### config.mk
export PLATFORM = sky130hd
export DESIGN_NAME = hs_fifo_lvl
export DESIGN_NICKNAME = d
export VERILOG_FILES = /design/src/rtl/hs_fifo_lvl.sv
export SDC_FILE = /design/constraint.sdc
export NUM_CORES = 1
export LEC_CHECK = 0
export ABC_CLOCK_PERIOD_IN_PS = 35900
export BUFFER_PORTS_ARGS = -buffer_cell sky130_fd_sc_hd__buf_4
export CORE_UTILIZATION = 50
export CTS_CLUSTER_DIAMETER = 100
export DETAILED_ROUTE_END_ITERATION = 8
export PLACE_DENSITY_LB_ADDON = 0.15
export SLEW_MARGIN = 40
export SYNTH_ARGS = -nofsm -noshare
export SYNTH_HDL_FRONTEND = slang
export SYNTH_SLANG_ARGS = --single-unit
### constraint.sdc
create_clock -name clk -period 35.9 [get_ports clk]
set_clock_uncertainty 0.1 [all_clocks]
set_input_delay 3.59 -clock clk [delete_from_list [all_inputs] [get_ports clk]]
set_output_delay 3.59 -clock clk [all_outputs]
set_load 0.01 [all_outputs]
### src/rtl/hs_fifo_lvl.sv
// Valid/ready FIFO with arbitrary depth, occupancy level, almost flags and flush.
// Define HS_FIFO_LVL_OUT_REG_EN for a registered output stage (capacity +1).
module hs_fifo_lvl #(
  parameter int DATA_WIDTH = 256,
  parameter int FIFO_DEPTH = 8,
  parameter int ADDR_WIDTH = 3,
  parameter int AF_THRESH  = 6,
  parameter int AE_THRESH  = 1
) (
  input  logic                  clk,
  input  logic                  rst_n,
  input  logic                  flush,
  input  logic                  data_in_vld,
  input  logic [DATA_WIDTH-1:0] data_in,
  output logic                  data_in_rdy,
  output logic                  data_out_vld,
  output logic [DATA_WIDTH-1:0] data_out,
  input  logic                  data_out_rdy,
  output logic [ADDR_WIDTH:0]   level,
  output logic                  almost_full,
  output logic                  almost_empty
);

  localparam int LW = ADDR_WIDTH + 1;
  localparam logic [ADDR_WIDTH-1:0] LAST = ADDR_WIDTH'(FIFO_DEPTH - 1);

  logic [DATA_WIDTH-1:0] mem [FIFO_DEPTH];
  logic [ADDR_WIDTH-1:0] w_ptr, r_ptr;
  logic                  w_ph, r_ph;
  logic                  ram_full, ram_empty;
  logic                  wr, rd, ram_rd;

  function automatic logic [ADDR_WIDTH:0] bump(
    input logic                  ph,
    input logic [ADDR_WIDTH-1:0] p
  );
    if (p == LAST) return {~ph, {ADDR_WIDTH{1'b0}}};
    else           return {ph, p + 1'b1};
  endfunction

  assign ram_full  = (w_ptr == r_ptr) & (w_ph != r_ph);
  assign ram_empty = (w_ptr == r_ptr) & (w_ph == r_ph);

  assign data_in_rdy = ~ram_full;
  assign wr          = data_in_vld & ~ram_full;

`ifdef HS_FIFO_LVL_OUT_REG_EN
  logic                  out_vld;
  logic [DATA_WIDTH-1:0] out_q;

  assign rd     = out_vld & data_out_rdy;
  // refill the output register when it is empty or draining this cycle
  assign ram_rd = ~ram_empty & (~out_vld | data_out_rdy);

  always_ff @(posedge clk or negedge rst_n) begin
    if (!rst_n) begin
      out_vld <= 1'b0;
      out_q   <= '0;
    end else if (flush) begin
      out_vld <= 1'b0;
    end else if (ram_rd) begin
      out_vld <= 1'b1;
      out_q   <= mem[r_ptr];
    end else if (rd) begin
      out_vld <= 1'b0;
    end
  end

  assign data_out_vld = out_vld;
  assign data_out     = out_q;
`else
  assign rd           = ~ram_empty & data_out_rdy;
  assign ram_rd       = rd;
  assign data_out_vld = ~ram_empty;
  assign data_out     = mem[r_ptr];
`endif

  always_ff @(posedge clk) begin
    if (wr & ~flush) mem[w_ptr] <= data_in;
  end

  always_ff @(posedge clk or negedge rst_n) begin
    if (!rst_n) begin
      w_ptr <= '0;
      r_ptr <= '0;
      w_ph  <= 1'b0;
      r_ph  <= 1'b0;
      level <= '0;
    end else if (flush) begin
      w_ptr <= '0;
      r_ptr <= '0;
      w_ph  <= 1'b0;
      r_ph  <= 1'b0;
      level <= '0;
    end else begin
      if (wr)     {w_ph, w_ptr} <= bump(w_ph, w_ptr);
      if (ram_rd) {r_ph, r_ptr} <= bump(r_ph, r_ptr);
      case ({wr, rd})
        2'b10:   level <= level + 1'b1;
        2'b01:   level <= level - 1'b1;
        default: level <= level;
      endcase
    end
  end

  assign almost_full  = level >= LW'(AF_THRESH);
  assign almost_empty = level <= LW'(AE_THRESH);

endmodule
Yosys cells after proc, flatten, opt, wreduce, memory -nomap -nowiden:

Memories as Yosys holds them, arrays and structs flattened.
Cells that the tools add are included.

* flip-flop bits (word level): 12
* latch bits: 0
* memory bits (writable): 2048
* ROM bits: 0
* memories: 1

* add/sub/neg operators: 4
* multipliers: 0
* div/mod/pow operators: 0
* $lt $le $gt $ge: 2
* eq/ne operators: 7
* shift operators: 0
* multiplexer cells: 14
* bitwise logic cells: 10
* reductions and logical operators: 7

Memories
* mem: words 8, width 256, read ports 1, clocked after Yosys merged registers in 0, wr ports 1, line 27 `logic [DATA_WIDTH-1:0] mem [FIFO_DEPTH];`

Operator list (count)
* 2-to-1 mux 3 bit: 4
* 2-to-1 mux 4 bit: 3
* one-hot mux 4 bit (2 select lines): 1
* nonzero test 2 bit: 4
* adder 3 x 1 -> 3 bit, second input constant: 2
* == test 3 bit, second input constant: 2
* 2-to-1 mux 1 bit: 6
* bitwise AND 1 bit: 5
* NOT 1 bit: 5
* adder 4 x 1 -> 4 bit, second input constant: 1
* >= comparator 4 x 3 -> 1 bit, second input constant: 1
* less-or-equal comparator 4 x 1 -> 1 bit, second input constant: 1
* AND reduction 2 bit: 2
* subtractor 4 x 1 -> 4 bit, second input constant: 1
* == test 3 bit: 1
* nonzero test 3 bit: 1
* == test 2 x 1 -> 1 bit, second input constant: 1
* == test 2 bit, second input constant: 1
* == test 1 bit: 1
* != test 1 bit: 1

Logic depth before layout (Yosys ltp):

* word-level depth: 7
* mapped depth: 6

Worst setup path before layout:

Ideal clock, no wire load.

* path kind: input-to-reg
* from: in flush
* to: mem mem[0][0], enable pin
* library setup time: 1.588 ns
* data arrival time: 29.967 ns
* data required time: 34.212 ns
* setup slack: 4.245 ns
* stages on the path: 3
* buffers on the path: 1
* cells stage by stage: clkbuf_1 nor2_1 nor4b_1

* word-level cells in the longest chain between the ends: 4

Ends and longest elaborated chain
* start, declared: line 12 `input logic flush,`
* NOT 1 bit: line 79 `if (wr & ~flush) mem[w_ptr] <= data_in;`
* bitwise AND 1 bit: line 79
* 2-to-1 mux 1 bit: line 79
* 2-to-1 mux 1 bit (implied by the code): line 79
* end, declared: line 27

No other way between the ends.

Worst setup path in the final report:

* from: reg r_ptr[1]
* to: out data_out[121]

* word-level cells in the longest chain between the ends: 1

Ends and longest elaborated chain
* start, declared: line 28 `logic [ADDR_WIDTH-1:0] w_ptr, r_ptr;`
* start signal, assigned: line 97 `if (ram_rd) {r_ph, r_ptr} <= bump(r_ph, r_ptr);`
* memory (8 x 256 bit)
* end, declared: line 17 `output logic [DATA_WIDTH-1:0] data_out,`

No other way between the ends.

==> results by group <==
Worst hold path
  • Hold Path Class: reg2reg

STA
  • Setup TNS Final: 0 ns
  • Worst slew pin tran: 0.851 ns
  • RSZ-0062 raised after global routing: no
  • Fin crit share: 0.251
  • Fin crit period: 9.02 ns
  • Endpoints failing hold: 0
  • Final setup fails: 0
  • Max-slew headroom: 0.433
  • Max Clk Rate: between 0.1 and 0.15 GHz
  • Fin. max-slew vios: 0

CTS
  • CTS root buf: clkbuf_16
  • Num CTS Buffers: 200
  • Clock latency on the worst-skew pair: 0.82 ns
  • CTS tree: yes
  • Clk buf depth: 3
  • H-Tree Level Count: 4
  • Post-cts sizing count: 0
  • Post-cts hold buffer count: 0
  • Clock Sinks: between 2,000 and 2,500
  • Setup Fix Bufs, Post-CTS: 0
  • Clk slew on worst S/H paths: 0.06 ns

Layout
  • Most frequent cells in the layout: 2,048 x edfxtp_1, 541 x buf_4, 512 x mux4_2, 256 x mux2_2, 206 x clkbuf_16
  • Commonest non-fill, non-tap cell in the layout: edfxtp_1
  • NumNets Final: 3,982
  • Layout Cells excl Fill: 5,924
  • Share of layout cells above drive strength 1: 0.424
  • Layout area overhead: 16.8%
  • Design Area, Final: 0.0906 mm²

Die
  • Starting density of the core: 0.504
  • Row count: about 140
  • # IOs: 525
  • Die span in y: 396 µm
  • Die width: just under 400 µm
  • DIE AREA: 0.157 mm²
  • Total core area: 0.154 mm²

Synthesis
  • Synthesis warning total: 0
  • Syn nets: 3,337
  • Seq cells post-synth: 2,060
  • Post-Syn Area: 0.0776 mm²
  • Share of the synthesized area in the top cell type: 0.793
  • Post-synth ARST share: 0.00583
  • Leading area contributor after synthesis: edfxtp_1
  • Area contributors post-synth: edfxtp_1 79%, mux4_2 15%, mux2_2 3.7%
  • Synth unique cells: 43
  • Syn_area_per_cell: 25.3 µm²
  • Commonest register cell after synthesis: edfxtp_1
  • Syn Inst Count: 3,068
  • Post-synth EDFFs: about 2,000
  • Sequential fraction of the synthesis area: 0.797

GRT
  • First-pass GRT wire length: 238 mm
  • Initial antenna violation count: 35
  • GRT Util Overall: 0.209
  • Vias in the first global route: 36,400
  • Top Usage Layer GRT: met2
  • Global-route met1 utilization: 0.273
  • Total gr overflow: 0
  • GR Layer Usage met2: 0.341
  • Global routing usage on met3: 0.0637
  • Largest net degree at the start of global routing: 144

Outcome
  • Status: completed

Route
  • Initial DRC Count: around 2,200
  • Vias: 33,900
  • TritonRoute pass-1 iters: 5
  • Drt wl/cell: 27.5 µm
  • Routed Wire Length: ~160 mm
  • Antenna violation net count after detailed routing: 0
  • Vias per cell: 5.72
  • DRC Markers: 0

Placement
  • Dpl cells: 5,553
  • HPWL after DPL: 90.7 mm
  • Final RePlAce weighted congestion: 0.763
  • I/O Buffers: 524
  • Placed cell area: between 0.08 and 0.09 mm²

Worst setup path
  • Worst path required time: about 32 ns
  • Setup crit start kind: flip-flop
  • Critical path class: reg2out
  • Worst path arrival time: 5.33 ns
  • CP max FO: slightly above 70
  • CP Capture Type: output pin

Job
  • Max-cap violations: 0

Power and ir drop
  • Cell leakage power: 28.5 nW
  • Peak supply drop: 0.0492 mV
  • Pwr Density: ~56 mW/mm²
-- layout make-up --
type | instances | area [µm²]
multi-input combinational | 853 | 15100
clock buffer | 259 | 5370
clock inverter | 104 | 797
inverter | 6 | 22.5
sequential | 2060 | 61800
timing repair buffer | 592 | 4920
tap | 2044 | 2560
antenna | 6 | 15.0
fill | 10800 | 63400
-- stage by stage --
stage               hold slack, ns  setup WS, ns  utilization  total power [mW]
global route                 0.579         26.54        0.588              5.25
finish                       0.525         26.88        0.588              5.08
floorplan                    0.469          4.24            -              3.02
CTS                          0.524         26.52        0.588              5.14
detailed placement           0.513         27.44        0.547              3.18
global placement             0.490         26.76        0.545              3.16
-- registers in the layout, indices dropped and copies added (netlist names) --
signal,flops
mem,2048
w_ptr,3
w_ph,1
r_ptr,3
r_ph,1
level,4
-- synthesized netlist by cell type, types with 3 or more instances --
master,n
dfrtp_1,12
clkbuf_1,39
nor3_1,4
nand4_1,3
or3_1,5
nand2_1,12
inv_1,6
xor2_1,3
buf_2,98
edfxtp_1,2048
ha_1,8
a21oi_1,8
xnor2_1,4
buf_1,9
mux4_2,512
nor2_1,9
mux2_2,256
-- logic make-up (layout without fill, tap and decap cells) --
| kind of cell | after synthesis | in the layout | synth area share |
|---|---|---|---|
| mux | 770 | 770 | 0.186 |
| other cells | 0 | 6 | 0 |
| xor+xnor | 9 | 9 | 0.00144 |
| simple gates | 45 | 45 | 0.00302 |
| compound gates | 21 | 21 | 0.00224 |
| buf+inv | 155 | 961 | 0.00932 |
| fa+ha+maj | 8 | 8 | 0.00129 |
| flops | 2060 | 2060 | 0.797 |
-- routing by layer --
| metal | vias to the layer above | wire, µm |
|---|---|---|
| met5 | - | 350 |
| met4 | 58 | 3560 |
| met3 | 289 | 12700 |
| met2 | 952 | 81700 |
| met1 | 18000 | 64500 |
| li1 | 14500 | - |
-- final timing paths --
| path | from | end | slack (ns) | depth (start not counted) |
|---|---|---|---|---|
| max | r_ptr[1] | data_out[121] | 26.88 | 7 |
| min | r_ph | r_ph | 0.53 | 2 |
| max reg2reg | r_ptr[2] | mem[2][139] | 30.42 | 8 |
| min reg2reg | r_ph | r_ph | 0.53 | 2 |
| max in group asynchronous | rst_n | r_ptr[0] | 33.02 | 1 |
| min in group asynchronous | rst_n | level[2] | 2.50 | 1 |
-- where the power goes --
part           switching, mW  internal [mW]  total, mW
Combinational          0.206          0.226      0.432
Clock                  0.847           1.12       1.96
Sequential            0.0123           2.68       2.69
-- critical path: stages (launching register included) --
cell and delay (ns):
dfrtp_4 0.77, buf_6 0.63, buf_4 0.73, buf_6 0.71, buf_6 0.60, mux4_2 0.40, mux2_2 0.31, buf_4 0.15
Power figures use the tool's default switching activity.
